**config.mk**
```make
export PLATFORM = sky130hd
export DESIGN_NAME = alu_frame_loader
export DESIGN_NICKNAME = d
export VERILOG_FILES = /design/src/rtl/alu_frame_loader.sv
export SDC_FILE = /design/constraint.sdc
export NUM_CORES = 1
export LEC_CHECK = 0
export ABC_CLOCK_PERIOD_IN_PS = 3550
export BUFFER_PORTS_ARGS = -buffer_cell sky130_fd_sc_hd__buf_2
export CORE_MARGIN = 3
export CORE_UTILIZATION = 40
export CTS_BUF_LIST = sky130_fd_sc_hd__clkbuf_8 sky130_fd_sc_hd__clkbuf_16
export CTS_CLUSTER_SIZE = 12
export DETAILED_ROUTE_END_ITERATION = 8
export PLACE_DENSITY = 0.77
export SKIP_CTS_REPAIR_TIMING = 1
export SYNTH_ARGS = -nofsm -noshare
export SYNTH_HDL_FRONTEND = slang
export SYNTH_SLANG_ARGS = --single-unit
```
**constraint.sdc**
```tcl
create_clock -name clk -period 3.55 [get_ports clk]
set_input_delay 0.71 -clock clk [delete_from_list [all_inputs] [get_ports clk]]
set_output_delay 0.71 -clock clk [all_outputs]
set_load 0.05 [all_outputs]
```
**src/rtl/alu_frame_loader.sv**
```systemverilog
// Front-end loader for the 2-bit-opcode combinational ALU.
// Collects a header/a/b frame from a byte stream, drives registered operands
// into the ALU, captures its result one cycle later and presents it on a
// valid/ready result port. Only one frame is in flight at a time.
module alu_frame_loader #(
  parameter int unsigned WIDTH     = 8,
  parameter bit          CHECK_HDR = 1'b1
) (
  input  logic             clk,
  input  logic             rst,
  input  logic [WIDTH-1:0] in_data,
  input  logic             in_valid,
  output logic             in_ready,
  output logic [1:0]       alu_op,
  output logic [WIDTH-1:0] alu_a,
  output logic [WIDTH-1:0] alu_b,
  input  logic [WIDTH-1:0] alu_out,
  output logic [WIDTH-1:0] res_data,
  output logic [1:0]       res_op,
  output logic             res_valid,
  input  logic             res_ready,
  output logic             hdr_err,
  output logic             busy
);

  localparam logic [2:0] IDLE  = 3'd0;
  localparam logic [2:0] GET_A = 3'd1;
  localparam logic [2:0] GET_B = 3'd2;
  localparam logic [2:0] EXEC  = 3'd3;
  localparam logic [2:0] OUT   = 3'd4;

  logic [2:0] state;
  logic [2:0] state_nxt;
  logic       in_fire;
  logic       res_fire;
  logic       hdr_bad;
  logic       hdr_err_nxt;
  logic       ld_op;
  logic       ld_a;
  logic       ld_b;
  logic       ld_res;

  // Stream accepts bytes only while a frame is being collected.
  assign in_ready = (state == IDLE) || (state == GET_A) || (state == GET_B);
  assign in_fire  = in_valid && in_ready;
  assign res_fire = res_valid && res_ready;
  assign hdr_bad  = CHECK_HDR && (in_data[WIDTH-1:2] != '0);

  // State register.
  always_ff @(posedge clk) begin
    if (rst) begin
      state <= IDLE;
    end else begin
      state <= state_nxt;
    end
  end

  // Next-state and load-enable decode.
  always_comb begin
    state_nxt   = state;
    hdr_err_nxt = 1'b0;
    ld_op       = 1'b0;
    ld_a        = 1'b0;
    ld_b        = 1'b0;
    ld_res      = 1'b0;
    case (state)
      IDLE: begin
        if (in_fire) begin
          if (hdr_bad) begin
            hdr_err_nxt = 1'b1;
          end else begin
            ld_op     = 1'b1;
            state_nxt = GET_A;
          end
        end
      end
      GET_A: begin
        if (in_fire) begin
          ld_a      = 1'b1;
          state_nxt = GET_B;
        end
      end
      GET_B: begin
        if (in_fire) begin
          ld_b      = 1'b1;
          state_nxt = EXEC;
        end
      end
      EXEC: begin
        ld_res    = 1'b1;
        state_nxt = OUT;
      end
      OUT: begin
        if (res_fire) begin
          state_nxt = IDLE;
        end
      end
      default: begin
        state_nxt = IDLE;
      end
    endcase
  end

  // Operand, result and status registers.
  always_ff @(posedge clk) begin
    if (rst) begin
      alu_op    <= 2'b00;
      alu_a     <= '0;
      alu_b     <= '0;
      res_data  <= '0;
      res_op    <= 2'b00;
      res_valid <= 1'b0;
      hdr_err   <= 1'b0;
      busy      <= 1'b0;
    end else begin
      res_valid <= (state_nxt == OUT);
      busy      <= (state_nxt != IDLE);
      hdr_err   <= hdr_err_nxt;
      if (ld_op) begin
        alu_op <= in_data[1:0];
      end
      if (ld_a) begin
        alu_a <= in_data;
      end
      if (ld_b) begin
        alu_b <= in_data;
      end
      if (ld_res) begin
        res_data <= alu_out;
        res_op   <= alu_op;
      end
    end
  end

endmodule

```
==> results.md, run 1 <==
- Timing analysis after detailed placement gives a worst setup slack of 1.40 ns.
- The switching power as a share of total power is 21.9%.
- The floorplan core area is 2850 sq um.
- Counting every instance in the synthesized netlist gives 132.
- The highest clock rate is 541 MHz.
- The critical path launch point is in_data[4].
- The synthesized netlist net count is 152.
- Before antenna repair, the detailed router went through 4 iterations.
- The net switching component of the power is 154 uW.
- The data required time at the worst endpoint is 3.70 ns.
- Compared with the post-synthesis result, the final layout area differs by 30.0%.
- The number of pins exceeding their max-slew limit in the final report came to 0.
- The largest area contributor in the synthesized netlist is dfxtp_1.
- Averaged over all synthesized cells, the footprint is 9.44 sq um.
- The type of the setup path with the least slack is in -> reg.
- The share of synthesized area occupied by flip-flops and latches is 54.6%.
- Of the total synthesized cell area, the portion taken by AND, OR, NAND and NOR gates is 22.2%.
- The number of core rows is 19.
- The number of nets with antenna violations after routing is 0.
- The xor-xnor portion of the synthesized cell area is 0%.
- Measured along the y axis, the die boundary spans 61.8 microns.
- The number of maximum-capacitance constraint violations is 0.
- For this design the ratio of total power to cell area is 435 nW/um^2.
- STA classifies the critical path startpoint as an input port.
- The portion of netlist area occupied by mux cells is 13.7%.
- The static leakage power is 0.000702 uW.
- Counting along the longest clock path gives a buffer depth of 2.
- Detailed placement ended at an HPWL of 2030 microns.
- The floorplan step set the die width to 61.8 microns.
- The netlist area before placement is 1250 sq um.
- The via total after detailed routing is 1,094.
- The number of buffers created by CTS is 5.
- The number of antenna diodes is 0.
- The die covers 3820 sq um.
- In the synthesized netlist the async set-or-reset flop fraction comes to 0%.
- After detailed routing, the average wire length per cell comes to 12.2 microns.
- The I/O pin count is 52.
- The share of cells above drive strength 1 is 35.3%.
- Global routing used 15.2% of the available tracks across all layers.
- Counting every sink on the clock net gives 34.
- The initial antenna violation count is 0.
- The number of distinct standard cells referenced by the synthesized netlist is 20.
- The power share of the clock group is 41.1%.
- The reg-to-reg setup timing slack is 1.90 ns.
- The number of vias per cell is 5.02.
- Entering global routing, the biggest net connects 33 pins.
- In the final timing run, aggregate negative setup slack is 0 ns.
- The number of non-filler instances in the completed layout is 218.
- Data arrives at the worst endpoint at 2.00 ns.
- Yosys attributes the largest share of cell area to dfxtp_1 (55%), mux2i_1 (14%), nand2_1 (7.5%), a21oi_1 (6.0%), nor2_1 (5.7%).
- After synthesis the netlist holds a flip-flop and latch count of 34.
- The internal power is 550 uW.
- At the pin with the least slew margin, the transition time is 0.580 ns.
- The number of global-route vias before repair is 983.
- The worst setup path is captured at a flip-flop.
- The minimum setup slack in the final design is 1.70 ns.
- The final weighted congestion in routability-driven placement is 0.734.
- The residual DRC count is 0.
- Summed over all layers, the global routing overflow is 0.
- The main combinational cell family by area after synthesis is simple AND/OR/NAND/NOR gates.
- Clock skew on the completed layout was measured at 0.00735 ns.
- The register share of total power is 54.4%.
- The adder-cell share of the synthesized area is 0%.
- The total number of yosys warnings is 0.
- The H-tree generated during clock tree synthesis spans 2 levels.
- Measured in cells, the most critical reg-to-reg path has a length of 4.
- Setup repair after global routing left no endpoint under its margin.
- The critical register-to-register path endpoint is alu_op[0].
- Summed over all layers, the routed wires come to 2670 microns.
- The worst register-to-register path begins at state[1].
- The utilization of the core after routing is 56.8%.
- Once placement completed, the tool counted placed cells totaling 210.
- The path class of the tightest hold or removal check is reg -> reg.
- The capturing element of the worst setup path is alu_op[0].
- The flow ran to the end, and the final reports show no timing, DRC or antenna violations.
- The final layout contains 206 nets.
- Clock latency on the worst-skew pair, taken at its later pin, is 0.29 ns.
- The initial core utilization is 43.7%.
- After clock tree synthesis, the clock-pin slew on the worst setup and hold paths is 0.07 ns.
- Setup violations remaining at the end of the flow were counted as 0.
- The hold violation total from the final report is 0.
- The final critical-path required period is 1.85 ns.
- The highest fanout seen on the critical path is 3.
- Of the post-synthesis cell area, the dominant cell type holds 54.6%.
- The combinational share of power is 4.5%.
- The worst-case headroom to the max-slew limit is 61.2%.
- The synthesized design contains 0 enable-type register cells.
- The cell at the root of the clock tree is clkbuf_8.
- The most frequent cell after synthesis is dfxtp_1.
- The maximum ir drop on the vdd rail is 0.336 mV.
- The TritonCTS clock tree is done.
- The number of input and output port buffers inserted is 51.
- The synthesized-area fraction occupied by ao, oa, aoi and oai cells is 8.03%.
- The wire length of the first global-routing pass is 4180 microns.
- The commonest cells after synthesis are dfxtp_1 (34), nand2_1 (25), nor2_1 (19).
- The predominant post-synthesis flop cell is dfxtp_1.
- The violation count after the first detailed-routing iteration is 45.
- Dividing the final minimum period by the clock period gives 52.0%.
==> power by group through the flow <==
stage               clock network, uW  logic (uW)  registers, uW
finish                            289        31.4            383
floorplan                           0        10.3            396
global placement                    0        30.6            392
detailed placement                  0        31.7            392
global route                      316        34.8            383
CTS                               299        31.8            383
==> worst min-delay path by stage <==
stage / start / endpoint / slack (ns) / cells past startpoint
5_1_grt: res_data[1] / res_data[1] / 0.48 / 2
4_1_cts: res_data[4] / res_data[4] / 0.45 / 2
2_1_floorplan: state[2] / res_valid / 0.52 / 2
6_report: res_data[0] / res_data[0] / 0.46 / 2
3_5_place_dp: res_data[4] / res_data[4] / 0.45 / 2
3_3_place_gp: res_data[1] / res_data[1] / 0.44 / 2
==> cells by family after synthesis <==
kind of cell           after synthesis
AO/OA/AOI/OAI                       18
AND/OR/NAND/NOR                     58
multiplexers                        17
flip-flops                          34
buffers and inverters                5
==> worst max-delay path, stage by stage <==
cell and delay, ns:
buf_2 0.11, or4_4 0.53, or4b_4 0.50, nand2_1 0.08
a21oi_1 0.06
==> state kept, by name (all words and copies together) (netlist names) <==
register and flops:
alu_op 2, hdr_err 1, alu_a 8, busy 1, state 3, res_op 2
res_data 8, res_valid 1, alu_b 8
==> routing by layer <==
layer,share of wire [%],global-route usage (%),up-vias,routed length [microns]
li1,-,-,551,-
met1,44,17.0,498,1160
met2,47,25.0,42,1240
met3,8.5,6.82,3,227
met4,1.3,6.36,0,35
met5,0,0,-,0
==> layout make-up <==
class                      count  area [sq um]
tap                           31          38.8
multi-input combinational     93           547
clock buffer                   6          82.6
timing repair buffer          51           255
inverter                       1          3.75
sequential                    34           681
clock inverter                 2          12.5
fill                         267          1230
==> metrics by stage <==
step	cell area (sq um)	power [uW]	hold WS, ns
2_1_floorplan	1250	407	0.522
3_3_place_gp	1530	422	0.439
3_5_place_dp	1530	424	0.446
4_1_cts	1620	714	0.455
5_1_grt	1620	733	0.478
6_report	1620	704	0.455
==> cells in the final DEF (no fill, tap or decap), types with 2 or more instances in the layout <==
master	count
buf_2	51
dfxtp_1	34
nand2_1	25
nor2_1	19
mux2i_1	17
a21oi_1	15
clkbuf_8	6
nand2b_1	3
nand3_1	2
nor2_2	2
Note: power is estimated with default switching activity, not from simulation.
==> run 2: changes to the inputs <==
ABC_CLOCK_PERIOD_IN_PS = 1900   (was 3550)
clock period = 1.9 ns   (was 3.55 ns; I/O delays follow)
==> results.md, run 2 (synthesis results as in run 1) <==
- After layout, the worst path uses 86.5% of the clock period.
- Clock-pin slew was measured on the worst setup and hold paths at 0.06 ns.
- CTS placed an instance of clkbuf_8 at the clock tree root.
- The overall die area is 3820 sq um.
- By startpoint and endpoint, the worst setup path is classified as reg -> reg.
- Setup repair after global routing left no endpoint under its margin.
- The TritonCTS clock tree is done.
- In the final layout, the registers with the most flip-flops are alu_a x8, alu_b x8, res_data x8.
- The horizontal extent of the die is 61.8 microns.
- The worst reg2reg path startpoint is state[1].
- In the layout the commonest cells are buf_2 (51), dfxtp_1 (34), nand2_1 (25), nor2_1 (19), mux2i_1 (17).
- In this run the remaining antenna-violating nets after routing total 0.
- The overall routing resource usage is 15.9%.
- Input and output buffers added on the ports amount to 51.
- Global routing consumed, on the met3 layer, 7.44% of the routing resources.
- The met2 demand-to-capacity share in global routing is 25.1%.
- The I/O pin count is 52.
- Data on the critical path is required at its endpoint by 2.07 ns.
- The number of antenna diodes in the final layout is 0.
- Measured against its own limit, the worst slew margin works out to 60.4%.
- The number of global-route vias before repair is 991.
- The clock tree buffer depth is 2.
- The reg-to-reg setup timing slack is 0.26 ns.
- Power spread over the standard cell area amounts to 796 nW/um^2.
- Counting I/O delays and the setup requirement, the final critical path takes 1.64 ns.
- The die outline height is 61.8 microns.
- The number of core rows is 19.
- The number of buffers created by CTS is 5.
- In the final layout, the share of cells above drive strength 1 is 35.4%.
- The maximum number of pins on one net before global-route repair is 19.
- The area growth from synthesis to layout is 30.9%.
- The number of fill cells in the layout is 260.
- The worst path arrival time is 1.82 ns.
- The slew at the pin with the worst max-slew slack is 0.592 ns.
- Global routing used 18.7% of the available met1 tracks.
- The library cell used most frequently in the layout, excluding fill and tap cells, is buf_2.
- The residual DRC count is 0.
- For this configuration, the core starts out at a cell density of 43.7%.
- The hold violation total from the final report came to 0.
- The run finished with clean final reports.
- The static leakage power is 0.000718 uW.
- In this run the most critical hold path is launched from alu_out[4].
- The maximum level of the CTS H-tree is 2.
- Timing would allow up to 608 MHz.
- The clock insertion delay at the later pin of the skew report is 0.28 ns.
- The HPWL after detailed placement is 2100 microns.
- The via total after detailed routing is 1,118.
- Setup violations remaining at the end of the flow were counted as 0.
- The per-cell routed wire length is 12.3 microns.
- The worst clock skew on the final layout is 0.00367 ns.
- For this block, the routed nets add up to 2710 microns of wire.
- The initial antenna violation count is 0.
- The endpoint type of the worst setup path is a flip-flop.
- The number of pins exceeding their max-slew limit in the final report is 0.
- CTS saw 34 sinks.
- The worst setup path is launched from a flip-flop.
- The number of vias per cell is 5.08.
- The highest fanout seen on the critical path is 7.
- The first global-routing pass estimated 4400 microns of wire.
- Excluding fillers, the count of instances in the completed layout stands at 220.
- In this run the worst setup path terminates at alu_op[1].
- The depth of the worst register-to-register path is 4.
- The critical path launch point is state[1].
- Max-cap violations in this run came to 0.
- In this run, placement finished with an instance count of 212.
- Before antenna repair, the detailed router went through 4 iterations.
- The worst register-to-register path ends at alu_op[1].
- The total overflow left after global routing is 0.
- The floorplan core area is 2850 sq um.
- The class of the tightest hold or removal check is in -> reg.
- The detailed router finished its first iteration with 36 violations.
- In this run the most used layer during global routing was met2.
- Adding up every negative setup slack in the final design gives 0 ns.
- The maximum ir drop on the vdd rail is 0.582 mV.
- The net count of the finished layout is 208.
- The congestion estimate from routability-driven global placement came to 0.739.
## run 2: cell types whose count changed in the layout (fill, tap and decap cells not counted), sizes merged
cell      change
buf           +2
clkinvlp      -1
inv           +1
## run 2: critical path, cell delays in order, from the launching register on
cell     delay, ns
dfxtp_1       0.37
nor4b_2       0.50
or4b_4        0.52
nand2_1       0.08
a21oi_1       0.06
## run 2: power by group
group	internal, uW	switching, uW	total [uW]	leakage [uW]
registers	715	1.17	716	0.000274
clock network	286	236	523	0.0000524
logic	23.5	36.8	60.3	0.000391
total	1030	274	1300	0.000718
## run 2: layout make-up
| cell class | count | area, sq um | share of cell area, % |
|---|---|---|---|
| Clock buffer | 6 | 82.6 | 5.06 |
| Inverter | 1 | 3.75 | 0.230 |
| Clock inverter | 2 | 8.76 | 0.537 |
| Timing Repair Buffer | 53 | 270 | 16.6 |
| Sequential cell | 34 | 681 | 41.7 |
| Tap cell | 31 | 38.8 | 2.38 |
| Multi-Input combinational cell | 93 | 547 | 33.5 |
## run 2: worst min path at each step
stage | end | slack, ns | depth (start not counted)
after global routing | res_data[3] | 0.33 | 3
final | res_data[4] | 0.33 | 3
after global placement | res_data[1] | 0.44 | 2
after detailed placement | res_data[4] | 0.45 | 2
after CTS | res_data[0] | 0.32 | 3
after floorplan | state[2] | 0.46 | 1
## run 2: through the flow
stage / worst slack [ns] / hold WS, ns / instance area [sq um] / power [uW] / utilization, %
floorplan: 0.246 / 0.457 / 1250 / 760 / -
global placement: 0.129 / 0.439 / 1540 / 791 / 54.0
detailed placement: 0.108 / 0.448 / 1540 / 793 / 54.0
CTS: 0.247 / 0.324 / 1630 / 1320 / 57.2
global route: 0.120 / 0.334 / 1630 / 1360 / 57.2
finish: 0.257 / 0.330 / 1630 / 1300 / 57.2
## run 2: layer usage
layer,wire (microns),up-vias,part of all wire (%)
met5,0,-,0
met4,45,0,1.7
met3,251,6,9.3
met2,1310,43,48
met1,1110,513,41
li1,-,556,-
